[config.mk]
export PLATFORM = sky130hd
export DESIGN_NAME = points_display
export DESIGN_NICKNAME = d
export VERILOG_FILES = /design/src/rtl/points_display.sv
export SDC_FILE = /design/constraint.sdc
export NUM_CORES = 1
export LEC_CHECK = 0
export CAP_MARGIN = 10
export CORE_UTILIZATION = 45
export CTS_CLUSTER_DIAMETER = 150
export DETAILED_ROUTE_END_ITERATION = 6
export PLACE_DENSITY = 0.69
export SETUP_SLACK_MARGIN = 0.4
export SLEW_MARGIN = 40
export SYNTH_ARGS = -nofsm -noshare
export SYNTH_HDL_FRONTEND = slang
export SYNTH_SLANG_ARGS = --single-unit
[constraint.sdc]
create_clock -name clk -period 5.44 [get_ports clk]
set_input_delay 1.088 -clock clk [delete_from_list [all_inputs] [get_ports clk]]
set_output_delay 1.088 -clock clk [all_outputs]
set_load 0.01 [all_outputs]
[src/rtl/points_display.sv]
`default_nettype none
// ----------------------------------------------------------------------------
// points_display : saturating BCD score counter drawn as 7-seg digits on VGA
// Revision 1.0
// ----------------------------------------------------------------------------
module points_display #(
  parameter int          DIGITS    = 3,
  parameter int          XPOS      = 300,
  parameter int          YPOS      = 100,
  parameter int          SEG_LEN   = 16,
  parameter int          SEG_W     = 4,
  parameter int          DIGIT_GAP = 8,
  parameter logic [11:0] COLOR     = 12'h055,
  parameter bit          LZ_BLANK  = 1'b1
) (
  input  logic                  clk,
  input  logic                  rst,
  input  logic                  module_en,
  input  logic                  increase,
  input  logic                  clear,
  output logic [4*DIGITS-1:0]   score,
  input  logic [10:0]           vcount_in,
  input  logic [10:0]           hcount_in,
  input  logic                  vsync_in,
  input  logic                  hsync_in,
  input  logic                  vblnk_in,
  input  logic                  hblnk_in,
  input  logic [11:0]           rgb_in,
  output logic [10:0]           vcount_out,
  output logic [10:0]           hcount_out,
  output logic                  vsync_out,
  output logic                  hsync_out,
  output logic                  vblnk_out,
  output logic                  hblnk_out,
  output logic [11:0]           rgb_out
);

  localparam int CELL_W = SEG_LEN + 2*SEG_W;
  localparam int CELL_H = 2*SEG_LEN + 3*SEG_W;

  localparam logic [31:0] Y0_L = 32'(YPOS);
  localparam logic [10:0] SL   = 11'(SEG_LEN);
  localparam logic [10:0] SW   = 11'(SEG_W);
  localparam logic [10:0] CW   = 11'(CELL_W);
  localparam logic [10:0] CH   = 11'(CELL_H);

  // Score path
  logic                 inc_q;
  logic                 vblnk_q;
  logic [4*DIGITS-1:0]  shown;
  logic [4*DIGITS-1:0]  score_inc;
  logic                 all_nines;
  logic                 pulse;

  assign pulse = increase & ~inc_q & module_en;

  // Ripple BCD increment; the carry surviving past the top digit means all 9s.
  always_comb begin
    score_inc = score;
    all_nines = 1'b1;
    for (int k = 0; k < DIGITS; k++) begin
      if (all_nines) begin
        if (score[4*k +: 4] == 4'd9) begin
          score_inc[4*k +: 4] = 4'd0;
        end else begin
          score_inc[4*k +: 4] = score[4*k +: 4] + 4'd1;
          all_nines           = 1'b0;
        end
      end
    end
  end

  always_ff @(posedge clk or posedge rst) begin
    if (rst) begin
      inc_q   <= 1'b0;
      vblnk_q <= 1'b0;
      shown   <= '0;
      score   <= '0;
    end else begin
      inc_q   <= increase;
      vblnk_q <= vblnk_in;
      if (vblnk_in && !vblnk_q) begin
        shown <= score;
      end
      if (clear) begin
        score <= '0;
      end else if (pulse && !all_nines) begin
        score <= score_inc;
      end
    end
  end

  // Stage 1 geometry
  logic [DIGITS-1:0]        hit_w;
  logic [DIGITS-1:0][10:0]  rx_w;
  logic [DIGITS-1:0]        blank_w;
  logic                     v_in_band;
  logic [10:0]              ry_w;
  logic                     zero_run;

  assign v_in_band = (32'(vcount_in) >= Y0_L) && (32'(vcount_in) < Y0_L + 32'(CELL_H));
  assign ry_w      = vcount_in - Y0_L[10:0];

  for (genvar k = 0; k < DIGITS; k++) begin : g_cell
    localparam int          X0   = XPOS + (DIGITS-1-k)*(CELL_W+DIGIT_GAP);
    localparam logic [31:0] X0_L = 32'(X0);
    assign hit_w[k] = (32'(hcount_in) >= X0_L) && (32'(hcount_in) < X0_L + 32'(CELL_W))
                      && v_in_band;
    assign rx_w[k]  = hcount_in - X0_L[10:0];
  end

  // A digit is blank while it and everything to its left is zero; digit 0 never blanks.
  always_comb begin
    blank_w  = '0;
    zero_run = 1'b1;
    for (int k = DIGITS-1; k >= 1; k--) begin
      zero_run   = zero_run & (shown[4*k +: 4] == 4'd0);
      blank_w[k] = LZ_BLANK & zero_run;
    end
  end

  logic [DIGITS-1:0]        hit_s1;
  logic [DIGITS-1:0][10:0]  rx_s1;
  logic [10:0]              ry_s1;
  logic [DIGITS-1:0]        blank_s1;
  logic [4*DIGITS-1:0]      digit_s1;
  logic                     en_s1;
  logic [10:0]              hcount_s1;
  logic [10:0]              vcount_s1;
  logic                     hsync_s1;
  logic                     vsync_s1;
  logic                     hblnk_s1;
  logic                     vblnk_s1;
  logic [11:0]              rgb_s1;

  always_ff @(posedge clk or posedge rst) begin
    if (rst) begin
      hit_s1    <= '0;
      rx_s1     <= '0;
      ry_s1     <= '0;
      blank_s1  <= '0;
      digit_s1  <= '0;
      en_s1     <= 1'b0;
      hcount_s1 <= '0;
      vcount_s1 <= '0;
      hsync_s1  <= 1'b0;
      vsync_s1  <= 1'b0;
      hblnk_s1  <= 1'b0;
      vblnk_s1  <= 1'b0;
      rgb_s1    <= '0;
    end else begin
      hit_s1    <= hit_w;
      rx_s1     <= rx_w;
      ry_s1     <= ry_w;
      blank_s1  <= blank_w;
      digit_s1  <= shown;
      en_s1     <= module_en;
      hcount_s1 <= hcount_in;
      vcount_s1 <= vcount_in;
      hsync_s1  <= hsync_in;
      vsync_s1  <= vsync_in;
      hblnk_s1  <= hblnk_in;
      vblnk_s1  <= vblnk_in;
      rgb_s1    <= rgb_in;
    end
  end

  // Segment bit order: bit0 = a ... bit6 = g
  function automatic logic [6:0] seg_decode(input logic [3:0] d);
    case (d)
      4'd0:    seg_decode = 7'h3F;
      4'd1:    seg_decode = 7'h06;
      4'd2:    seg_decode = 7'h5B;
      4'd3:    seg_decode = 7'h4F;
      4'd4:    seg_decode = 7'h66;
      4'd5:    seg_decode = 7'h6D;
      4'd6:    seg_decode = 7'h7D;
      4'd7:    seg_decode = 7'h07;
      4'd8:    seg_decode = 7'h7F;
      4'd9:    seg_decode = 7'h6F;
      default: seg_decode = 7'h00;
    endcase
  endfunction

  function automatic logic [6:0] seg_region(input logic [10:0] rx, input logic [10:0] ry);
    logic mid_x, left_x, right_x, top_y, low_y;
    mid_x   = (rx >= SW) && (rx < SW + SL);
    left_x  = (rx < SW);
    right_x = (rx >= SW + SL) && (rx < CW);
    top_y   = (ry >= SW) && (ry < SW + SL);
    low_y   = (ry >= SW + SW + SL) && (ry < SW + SW + SL + SL);
    seg_region[0] = (ry < SW) && mid_x;
    seg_region[1] = right_x && top_y;
    seg_region[2] = right_x && low_y;
    seg_region[3] = (ry >= SW + SW + SL + SL) && (ry < CH) && mid_x;
    seg_region[4] = left_x && low_y;
    seg_region[5] = left_x && top_y;
    seg_region[6] = (ry >= SW + SL) && (ry < SW + SW + SL) && mid_x;
  endfunction

  // Stage 2: decode and colour mux
  logic [DIGITS-1:0] lit;
  logic              draw;

  for (genvar k = 0; k < DIGITS; k++) begin : g_seg
    assign lit[k] = hit_s1[k] & ~blank_s1[k]
                    & (|(seg_decode(digit_s1[4*k +: 4]) & seg_region(rx_s1[k], ry_s1)));
  end

  assign draw = (|lit) & en_s1 & ~hblnk_s1 & ~vblnk_s1;

  always_ff @(posedge clk or posedge rst) begin
    if (rst) begin
      hcount_out <= '0;
      vcount_out <= '0;
      hsync_out  <= 1'b0;
      vsync_out  <= 1'b0;
      hblnk_out  <= 1'b0;
      vblnk_out  <= 1'b0;
      rgb_out    <= '0;
    end else begin
      hcount_out <= hcount_s1;
      vcount_out <= vcount_s1;
      hsync_out  <= hsync_s1;
      vsync_out  <= vsync_s1;
      hblnk_out  <= hblnk_s1;
      vblnk_out  <= vblnk_s1;
      rgb_out    <= draw ? COLOR : rgb_s1;
    end
  end

endmodule
`default_nettype wire

* Yosys cells after proc, flatten, opt, wreduce, memory -nomap -nowiden
Memory sizes are Yosys's and may differ from the RTL's. Index checks and enable logic that the tools add are counted.
Word-level totals: memory bits (read-only) 336, logic and storage cells 157, memories 3, flip-flop bits (word level) 163, output and inout port bits 50, input bits 43
Cells by class: reductions and logical operators 53, bitwise gates (word level) 19, magnitude comparators 32, multiplexer cells 13, eq/ne operators 3, add/sub/neg operators 7
Memories:
- (name not given) | depth 16, bits a word 7, rd ports 1, clocked after Yosys merged registers in 0, write ports 0, RTL line 170 | case (d)
- (name not given) | depth 16, bits a word 7, rd ports 1, clocked after Yosys merged registers in 0, write ports 0, RTL line 170
- (name not given) | depth 16, bits a word 7, rd ports 1, clocked after Yosys merged registers in 0, write ports 0, RTL line 170
Operators by type and width (count):
- 11-bit by 5-bit < comparator with 1-bit output, second input constant | 8
- 11-bit by 5-bit greater-or-equal comparator with 1-bit output, second input constant | 5
- 11-bit by 3-bit greater-or-equal comparator with 1-bit output, second input constant | 4
- 11-bit by 3-bit < comparator with 1-bit output, second input constant | 4
- 1-bit logical AND | 40
- 12-bit 2-to-1 mux | 3
- 11-bit by 9-bit greater-or-equal comparator with 1-bit output, second input constant | 3
- 11-bit by 9-bit < comparator with 1-bit output, second input constant | 3
- 11-bit by 9-bit subtractor with 11-bit output, second input constant | 3
- 11-bit by 6-bit < comparator with 1-bit output, second input constant | 2
- 7-bit AND | 3
- 7-bit OR reduction | 3
- 4-bit 2-to-1 mux | 5
- 4-bit by 1-bit adder with 4-bit output, second input constant | 3
- 4-bit == test, second input constant | 3
- 1-bit AND | 11
- 11-bit by 6-bit greater-or-equal comparator with 1-bit output, second input constant | 1
- 11-bit by 7-bit greater-or-equal comparator with 1-bit output, second input constant | 1
- 11-bit by 8-bit < comparator with 1-bit output, second input constant | 1
- 11-bit by 7-bit subtractor with 11-bit output, second input constant | 1
- 4-bit logical NOT | 2
- 2-bit nonzero test | 3
- 1-bit 2-to-1 mux | 5
- 1-bit NOT | 5
- other kinds (3) | 5

* Longest topological paths before layout
Gate-level depths: netlist (run 1).
depth after elaboration 11, mapped depth 10, depth with buffers taken out 9

* Worst setup path before layout (run 1)
OpenSTA, ideal clock, no wires.
kind input to register, start point input clear, end point register score[11], library setup time 0.131 ns, slack 3.145 ns, data required time 5.309 ns, buffers on the path 1, stages on the path 6, arrival time 2.163 ns, cells stage by stage buf_1 a31oi_1 nor2b_1 nand4_1 xor2_1 nor2_1
Between the ends: longest elaborated chain between the ends 2, elaborated cells on any way between the ends 4, those cells by class 1 x mux; 3 x reduce/logical
RTL lines:
- start: declaration | RTL line 20 | input logic clear,
- 2-bit nonzero test (no line)
- 2-bit AND reduction (no line)
- end signal: assignment | RTL line 88 | score <= score_inc;
- end: declaration | RTL line 21 | output logic [4*DIGITS-1:0] score,
Parallel ways exist; a longest one is shown, timed or not. A chain may end at the register's enable or synchronous reset.

* Worst setup path in the final report (run 1)
start point register digit_s1[5], end point register rgb_out[1]
Between the ends: longest elaborated chain between the ends 9
RTL lines:
- start: declaration | RTL line 126 | logic [4*DIGITS-1:0] digit_s1;
- start signal: assignment | RTL line 156 | digit_s1 <= shown;
- memory read 16 x 7 bit
- 7-bit AND | RTL line 207 | & (|(seg_decode(digit_s1[4*k +: 4]) & seg_region(rx_s1[k], ry_s1)));
- 7-bit OR reduction | RTL line 207
- 1-bit AND | RTL line 207
- 3-bit OR reduction | RTL line 210 | assign draw = (|lit) & en_s1 & ~hblnk_s1 & ~vblnk_s1;
- 1-bit AND (3 in a row) | RTL line 210
- 12-bit 2-to-1 mux | RTL line 228 | rgb_out <= draw ? COLOR : rgb_s1;
- end signal: assignment | RTL line 228
- end: declaration | RTL line 35 | output logic [11:0] rgb_out
No other way between the ends.

==> results of run 1 <==
-- state kept, by name, indices dropped and copies added (netlist names), 2 cells and up --
signal      flops
blank_s1        2
digit_s1       12
hcount_out     11
hcount_s1      11
hit_s1          3
rgb_out        12
rgb_s1         12
rx_s1          20
ry_s1           9
score          12
shown          12
vcount_out     11
vcount_s1      11
-- synthesized netlist by cell type, types with 3 or more instances --
library cell / n
nor3_1: 14
and2_1: 5
xor2_1: 10
nor3_2: 3
o21a_1: 3
clkbuf_1: 6
nand3_1: 6
inv_1: 25
a21oi_1: 26
or2_2: 5
mux2_2: 12
buf_2: 5
nand2b_1: 13
or2_1: 4
nor2b_1: 13
dfrtp_1: 148
o21ai_0: 25
nor4_1: 7
a31oi_1: 3
o22ai_1: 7
and3_1: 3
xnor2_1: 15
ha_1: 24
nor2_1: 37
o31ai_1: 3
nand2_1: 32
-- final cells by class --
class | count | area (µm²)
Sequential cell | 148 | 3700
Multi-Input combinational cell | 308 | 2100
Clock buffer | 21 | 460
Fill cell | 988 | 5060
Tap cell | 172 | 215
Timing Repair Buffer | 95 | 988
Inverter | 25 | 97.6
Clock inverter | 11 | 150
-- final timing paths --
check	from	slack [ps]	end
setup reg to reg	digit_s1[5]	2820	rgb_out[1]
hold reg to reg	vcount_s1[7]	350	vcount_out[7]
max in group asynchronous	rst	3810	digit_s1[9]
min in group asynchronous	rst	930	rgb_s1[7]
hold / removal	vcount_s1[7]	350	vcount_out[7]
setup / recovery	digit_s1[5]	2820	rgb_out[1]
-- through the flow --
stage | cells | hold slack, ps
floorplan | 497 | 331
global placement | 746 | 331
detailed placement | 748 | 335
CTS | 780 | 348
global route | 780 | 352
finish | 780 | 347
-- logic make-up after synthesis --
kind of cell,Yosys count,share of synthesized area
and+or+nand+nor,161,0.151
buffers and inverters,41,0.0289
adders and majority gates,24,0.0503
xor gates and xnor gates,25,0.0367
AOI/OAI and AO/OA,86,0.0907
muxes,12,0.0226
DFF,148,0.620
-- per-layer routing --
layer | GRT usage | part of all wire
met2 | 0.270 | 0.47
met3 | 0.0520 | 0.040
met1 | 0.234 | 0.47
met5 | 0 | 0
met4 | 0.0895 | 0.014
-- cells in the final DEF (no fill, tap or decap), types with 4 or more instances in the layout --
cell and n:
clkdlybuf4s50_1 92, nor3_1 14, o21ai_0 25, o22ai_1 7, mux2_2 12, or2_1 4, clkbuf_16 17, nand3_1 6
nand2_1 32, nor4_1 7, nand2b_1 13, a21oi_1 26, or2_2 5, dfrtp_1 148, nor2_1 37, xnor2_1 15
ha_1 24, xor2_1 10, inv_1 24, and2_1 5, nor2b_1 13
-- power by group through the flow --
stage / Clock [W] / Sequential [W] / Combinational [W]
floorplan: 0 / 0.00123 / 0.000157
global placement: 0 / 0.00124 / 0.000264
detailed placement: 0 / 0.00124 / 0.000275
CTS: 0.00122 / 0.00122 / 0.000277
global route: 0.00127 / 0.00123 / 0.000305
finish: 0.00119 / 0.00122 / 0.000274
==> flow_metrics.py, run 1 <==
metrics = {
    "power": {
        "power.density_mw_per_mm2": 348,
        "power.total_w": 0.00268,
        "irDropWorstVdd_v": 0.000179,
        "power.internal_w": 0.00206,
        "sw_frac_of_total": 0.233,
        "p_leak_nw": 3.33,
        "seq_power_share": 0.455,
        "pwr-share-clk": 0.443,
        "combPwrFrac": 0.102,
        "p_sw_w": 0.000623,
    },
    "die": {
        "io_pins": 93,
        "die_w_um": 117,
        "fp.dieH_um": 117,
        "core_mm2": 0.0128,
        "dieArea_mm2": 0.0137,
        "initial_utilization": 0.468,
        "row_count": 41,
    },
    "timing": {
        "fin_setup_tns_ps": 0,
        "skew_ps": 9.86,
        "fmax_ghz": 0.382,
        "period_share": 0.481,
        "maxSlewViolCount": 0,
        "max_slew_margin": 0.497,
        "timing.final.crit_period_ps": 2620,
        "hold_viol": 0,
        "fin_ws_ps": 2820,
        "worst_pin_slew_ps": 751,
        "setup_viol": 0,
        "rsz0062_at_grt": "no",
    },
    "worst_setup_path": {
        "cp-start-kind": "flop",
        "cp_data_required_time_ps": 5710,
        "criticalPathCategory": "reg -> reg",
        "rr_worst_depth": 9,
        "critPathMaxStageDelay_ps": 550,
        "worst-path-buf-inv": 1,
        "cp_cell_sequence": "inv_1, ha_1, a21oi_1, o21ai_0, and3_1, o32ai_1, a2111oi_2, a41oi_2, nor2b_1",
        "crit_family": "compound AO/OA/AOI/OAI gates",
        "cp_max_fo": 12,
        "crit_path_end_kind": "flop",
        "cp.depth": 9,
        "worst_ep_arrival_time_ps": 2890,
        "crit_path_top_delay_cell": "a41oi_2",
    },
    "yosys": {
        "syn_area_mm2": 0.00597,
        "synth_cells": 497,
        "synth_top_area_share": 0.620,
        "async_reset_ff_frac": 1.00,
        "synth-seq-area-share": 0.620,
        "ys_seq_elements": 148,
        "syn_nets": 564,
        "synth_warnings": 0,
        "syn_area_per_cell_um2": 12.0,
        "yosys.area.top_type": "dfrtp_1",
        "synth_cell_types": 60,
        "synth_ff_type": "dfrtp_1",
        "synth_edf_count": 0,
        "synth_area_leaders": "dfrtp_1 (62%), ha_1 (5.0%), nor2_1 (2.3%)",
    },
    "drt": {
        "drt-pass1-iter-count": 5,
        "ant_nets": 0,
        "post-route-drc-count": 0,
        "viasPerCell": 4.98,
        "vias": 3884,
        "first_iter_violations": 231,
        "wl_per_cell_um": 14.2,
        "routed_wl_um": 11100,
    },
    "clock_tree": {
        "cts_root_buf": "clkbuf_16",
        "cts.htree.levels": 4,
        "cts_sinks": 148,
        "cts_setup_buffers": 0,
        "holdBufCountCts": 0,
        "cts_buffers": 17,
        "ctsLongestPathBuffers": 2,
        "post_cts_resized": 0,
        "cts_tree": "done",
        "clock_latency_ps": 420,
        "path_clk_slew_ps": 60,
    },
    "global_routing": {
        "groute.usage.overall": 0.178,
        "grt_pass1_vias": 3778,
        "grt_pass1_wl_um": 18000,
        "grt_remaining_overflow": 0,
        "antenna_found_initial": 0,
        "grt_max_degree": 99,
    },
    "cells_and_area": {
        "design_area_mm2": 0.00771,
        "postLayoutCoreUtil": 0.604,
        "antenna_cells": 0,
        "nets": 662,
        "area_growth_pct": 29.1,
        "drive_gt1_frac": 0.104,
    },
    "min_path": {
        "hold_class": "reg -> reg",
        "min_path_cells": 0,
    },
    "job": {
        "cap_viol_max_count": 0,
    },
    "place": {
        "gp_congestion": 0.883,
        "dpl_worst_slack_ps": 2410,
        "dp_hpwl_um": 7790,
        "port_buffers": 92,
        "placed_area_mm2": 0.00710,
    },
    "status": {
        "outcome": "finished clean",
    },
}
(Power assumes the default switching activity.)
==> run 2: changes to the inputs <==
==> constraint.sdc (replaced) <==
create_clock -name clk -period 2.6 [get_ports clk]
set_input_delay 0.52 -clock clk [delete_from_list [all_inputs] [get_ports clk]]
set_output_delay 0.52 -clock clk [all_outputs]
set_load 0.01 [all_outputs]
==> flow_metrics.py, run 2 (synthesis gave the netlist of run 1 again) <==
metrics = {
    "status": {
        "outcome": "finished clean",
    },
    "worst_setup_path": {
        "crit_path_end_kind": "flop",
        "worst_ep_arrival_time_ps": 2570,
        "cp_data_required_time_ps": 2890,
        "crit_path_top_delay_cell": "dfrtp_2",
        "cp_cell_sequence": "inv_1, ha_1, o21ai_0, a32oi_1, o22ai_1, a2111oi_2, a41oi_2, buf_12, or2_1",
        "cp-start-kind": "flop",
        "crit_family": "compound AO/OA/AOI/OAI gates",
        "criticalPathCategory": "reg -> reg",
        "critPathMaxStageDelay_ps": 430,
        "worst-path-buf-inv": 2,
        "cp_max_fo": 12,
    },
    "timing": {
        "rsz0062_at_grt": "yes",
        "timing.final.crit_period_ps": 2280,
        "worst_pin_slew_ps": 623,
        "period_share": 0.876,
        "max_slew_margin": 0.585,
        "fin_setup_tns_ps": 0,
        "hold_viol": 0,
        "maxSlewViolCount": 0,
        "setup_viol": 0,
        "skew_ps": 6.20,
        "fmax_ghz": 0.439,
    },
    "drt": {
        "wl_per_cell_um": 14.5,
        "viasPerCell": 5.04,
        "post-route-drc-count": 0,
        "drt-pass1-iter-count": 6,
        "routed_wl_um": 11500,
        "ant_nets": 0,
        "vias": 4013,
        "first_iter_violations": 175,
    },
    "place": {
        "dp_hpwl_um": 8230,
        "placed_area_mm2": 0.00716,
        "port_buffers": 92,
        "gp_congestion": 0.916,
    },
    "cells_and_area": {
        "nets": 680,
        "design_area_mm2": 0.00786,
        "regArea_mm2": 0.00370,
        "layout_common_cells": "dfrtp_1 (147), clkdlybuf4s50_1 (92), nor2_1 (37)",
        "drive_gt1_frac": 0.142,
        "mostFrequentLayoutCell": "dfrtp_1",
        "largest_register_ffs": 20,
        "nFillCells": 992,
        "area_growth_pct": 31.6,
        "top_register": "rx_s1",
        "multi_input_area_mm2": 0.00214,
        "antenna_cells": 0,
    },
    "clock_tree": {
        "clock_latency_ps": 420,
        "path_clk_slew_ps": 60,
        "cts_sinks": 148,
        "cts_buffers": 17,
        "cts_tree": "done",
        "cts_root_buf": "clkbuf_16",
        "cts.htree.levels": 4,
        "holdBufCountCts": 0,
        "ctsLongestPathBuffers": 2,
    },
    "power": {
        "sw_frac_of_total": 0.235,
        "combPwrFrac": 0.112,
        "p_leak_nw": 3.40,
        "pwr-share-clk": 0.428,
        "seq_power_share": 0.460,
        "power.internal_w": 0.00423,
        "power.density_mw_per_mm2": 703,
        "p_sw_w": 0.00130,
        "irDropWorstVdd_v": 0.000484,
    },
    "die": {
        "io_pins": 93,
        "fp.dieH_um": 117,
        "die_w_um": 117,
        "row_count": 41,
        "dieArea_mm2": 0.0137,
        "initial_utilization": 0.468,
        "core_mm2": 0.0128,
    },
    "job": {
        "cap_viol_max_count": 0,
    },
    "global_routing": {
        "grt_pass1_wl_um": 18700,
        "met2_usage": 0.289,
        "grt_remaining_overflow": 0,
        "groute.usage.overall": 0.183,
        "grt_pass1_vias": 3927,
        "busiest_layer": "met2",
        "grt_max_degree": 95,
        "use_met1": 0.233,
        "antenna_found_initial": 0,
        "met3_usage": 0.0458,
    },
    "min_path": {
        "hold_class": "reg -> reg",
    },
}
[run 2: cell types whose count changed in the layout (fill, tap and decap cells not counted), moves of 2 or more]
| cell | before | now |
|---|---|---|
| o21ai_0 | 25 | 23 |
| buf_4 | 0 | 18 |
| ha_4 | 0 | 2 |
| ha_1 | 24 | 22 |
| o21ai_1 | 1 | 3 |
[run 2: cell type report]
class | count | share of cell area
Sequential cell | 148 | 0.471
Multi-Input combinational cell | 308 | 0.273
Timing Repair Buffer | 113 | 0.142
Clock buffer | 20 | 0.0581
Tap cell | 172 | 0.0274
Clock inverter | 11 | 0.0162
Inverter | 25 | 0.0124
[run 2: worst paths after layout]
| kind | start | end | slack (ps) | depth (start not counted) |
|---|---|---|---|---|
| worst max-delay path | digit_s1[1] | rgb_out[6] | 320 | 9 |
| worst min-delay path | vcount_s1[8] | vcount_out[8] | 350 | 0 |
| worst max register to register | digit_s1[1] | rgb_out[6] | 320 | 9 |
| worst min register to register | vcount_s1[8] | vcount_out[8] | 350 | 0 |
| max in group asynchronous | rst | score[7] | 1590 | 3 |
| min in group asynchronous | rst | rgb_out[7] | 560 | 3 |
[run 2: per-layer routing]
layer	up-vias	routed length, µm
met5	-	0
met4	0	239
met3	24	556
met2	120	5540
met1	1952	5210
li1	1917	-
[run 2: repair_timing]
item / CTS / global route
setup buffers: 5 / 2
gates resized for setup: 4 / 6
pin swaps: 2 / 3
setup endpoints to repair: 12 / 12
[run 2: through the flow]
| stage | utilization | hold WS (ps) | power, W | setup WS (ps) | cells |
|---|---|---|---|---|---|
| final | 0.615 | 346 | 0.00553 | 322 | 797 |
| after floorplan | - | 331 | 0.00290 | 219 | 497 |
| after detailed placement | 0.561 | 335 | 0.00318 | 116 | 759 |
| after CTS | 0.613 | 349 | 0.00559 | 316 | 795 |
| after global routing | 0.615 | 350 | 0.00578 | 177 | 797 |
| after global placement | 0.561 | 332 | 0.00316 | 212 | 759 |
[run 2: power by group through the flow]
| stage | sequential, W | clock, W | combinational, W |
|---|---|---|---|
| finish | 0.00254 | 0.00237 | 0.000621 |
| global placement | 0.00258 | 0 | 0.000582 |
| detailed placement | 0.00259 | 0 | 0.000596 |
| floorplan | 0.00258 | 0 | 0.000328 |
| global route | 0.00256 | 0.00254 | 0.000687 |
| CTS | 0.00254 | 0.00243 | 0.000620 |
==> run 3: changes to the inputs <==
--- a/config.mk
+++ b/config.mk
@@ -7,9 +7,8 @@
 export LEC_CHECK = 0
 export CAP_MARGIN = 10
 export CORE_UTILIZATION = 45
-export CTS_CLUSTER_DIAMETER = 150
 export DETAILED_ROUTE_END_ITERATION = 6
-export PLACE_DENSITY = 0.69
+export PLACE_DENSITY = 0.7
 export SETUP_SLACK_MARGIN = 0.4
 export SLEW_MARGIN = 40
 export SYNTH_ARGS = -nofsm -noshare
==> flow_metrics.py, run 3 (synthesis gave the netlist of run 1 again) <==
metrics = {
    "global_routing": {
        "grt_pass1_vias": 3969,
        "use_met1": 0.249,
        "busiest_layer": "met2",
        "groute.usage.overall": 0.193,
        "met2_usage": 0.310,
        "grt_pass1_wl_um": 19700,
        "grt_remaining_overflow": 0,
        "grt_max_degree": 149,
        "antenna_found_initial": 0,
        "met3_usage": 0.0577,
    },
    "drt": {
        "viasPerCell": 5.02,
        "vias": 4012,
        "ant_nets": 0,
        "first_iter_violations": 174,
        "routed_wl_um": 11900,
        "wl_per_cell_um": 14.9,
        "drt-pass1-iter-count": 4,
        "post-route-drc-count": 0,
    },
    "worst_setup_path": {
        "cp_data_required_time_ps": 2900,
        "worst_ep_arrival_time_ps": 2570,
        "critPathMaxStageDelay_ps": 430,
        "criticalPathCategory": "reg -> reg",
        "cp_cell_sequence": "or3_4, nor4_4, nand3_1, o32ai_2, a2111oi_2, a41oi_2, buf_4, buf_6, nor2b_1",
        "crit_path_top_delay_cell": "or3_4",
        "cp_max_fo": 6,
        "reg2reg_slack_ps": 330,
        "crit_path_end_kind": "flop",
        "cp-start-kind": "flop",
    },
    "timing": {
        "rsz0062_at_grt": "yes",
        "maxSlewViolCount": 0,
        "setup_viol": 0,
        "hold_ws_ps": 346,
        "fin_setup_tns_ps": 0,
        "max_slew_margin": 0.589,
        "hold_viol": 0,
        "skew_ps": 6.29,
        "timing.final.crit_period_ps": 2270,
        "worst_pin_slew_ps": 617,
        "fmax_ghz": 0.441,
        "period_share": 0.872,
    },
    "clock_tree": {
        "holdBufCountCts": 0,
        "cts_root_buf": "clkbuf_16",
        "cts.htree.levels": 4,
        "cts_sinks": 148,
        "path_clk_slew_ps": 60,
        "cts_tree": "done",
        "cts_buffers": 17,
        "ctsLongestPathBuffers": 2,
        "clock_latency_ps": 420,
    },
    "power": {
        "p_leak_nw": 3.44,
        "power.total_w": 0.00562,
        "power.density_mw_per_mm2": 706,
        "irDropWorstVdd_v": 0.000422,
    },
    "min_path": {
        "hold_class": "reg -> reg",
    },
    "cells_and_area": {
        "multi_input_area_mm2": 0.00220,
        "largest_register_ffs": 20,
        "layout.cells.non_filler": 799,
        "drive_gt1_frac": 0.167,
        "top_register": "rx_s1",
        "nFillCells": 983,
        "regArea_mm2": 0.00371,
        "antenna_cells": 0,
        "area_growth_pct": 33.2,
        "mostFrequentLayoutCell": "dfrtp_1",
        "nets": 681,
        "layout_common_cells": "dfrtp_1 (144), clkdlybuf4s50_1 (92), nor2_1 (37)",
    },
    "place": {
        "gp_congestion": 0.821,
        "dp_hpwl_um": 7990,
        "place_inst": 757,
        "port_buffers": 92,
    },
    "job": {
        "cap_viol_max_count": 0,
    },
    "status": {
        "outcome": "finished clean",
    },
    "die": {
        "core_mm2": 0.0128,
        "row_count": 41,
        "initial_utilization": 0.468,
        "dieArea_mm2": 0.0137,
        "io_pins": 93,
        "fp.dieH_um": 117,
        "die_w_um": 117,
    },
}
[run 3: area by class of cell]
type	count	area share
Sequential cell	148	0.466
Multi-Input combinational cell	308	0.277
Timing Repair Buffer	114	0.142
Clock buffer	22	0.0608
Tap cell	172	0.0270
Clock inverter	10	0.0151
Inverter	25	0.0123
[run 3: layer usage]
metal  routed length (µm)  up-vias
met5                    0        -
met4                  160        0
met3                  588       15
met2                 5790       96
met1                 5330     1976
li1                     -     1925
[run 3: worst paths after layout]
path                               from            end  cells after the start
max                           ry_s1[10]     rgb_out[5]                      9
min                        vcount_s1[1]  vcount_out[1]                      0
max reg2reg                   ry_s1[10]     rgb_out[5]                      9
min reg2reg                vcount_s1[1]  vcount_out[1]                      0
max in group asynchronous           rst       shown[0]                      4
min in group asynchronous           rst     rgb_out[9]                      3
[run 3: power by group]
group	leakage, nW	switching, W	internal (W)
registers	1.80	0.0000935	0.00246
logic	1.34	0.000317	0.000323
clock network	0.294	0.000910	0.00152
total	3.44	0.00132	0.00430
[run 3: per-stage QoR]
stage / util / setup slack, ps / cell area (µm²)
2_1_floorplan: - / 219 / 5980
3_5_place_dp: 0.559 / 214 / 7140
6_report: 0.623 / 332 / 7960
4_1_cts: 0.613 / 322 / 7830
3_3_place_gp: 0.559 / 262 / 7140
5_1_grt: 0.623 / 270 / 7960
[run 3: critical path, delay by kind of cell, from the launching register on]
family | cells | cell delay [ps]
AO/OA/AOI/OAI | 3 | 610
buffers and inverters | 2 | 280
flip-flops | 1 | 360
AND/OR/NAND/NOR | 4 | 920
[run 3: timing repair]
item                                    CTS  global route
setup buffers                             6             2
pin swaps                                10             7
endpoints found under the setup margin   12            12
gates resized for setup                  12            20
gates cloned                              1             0
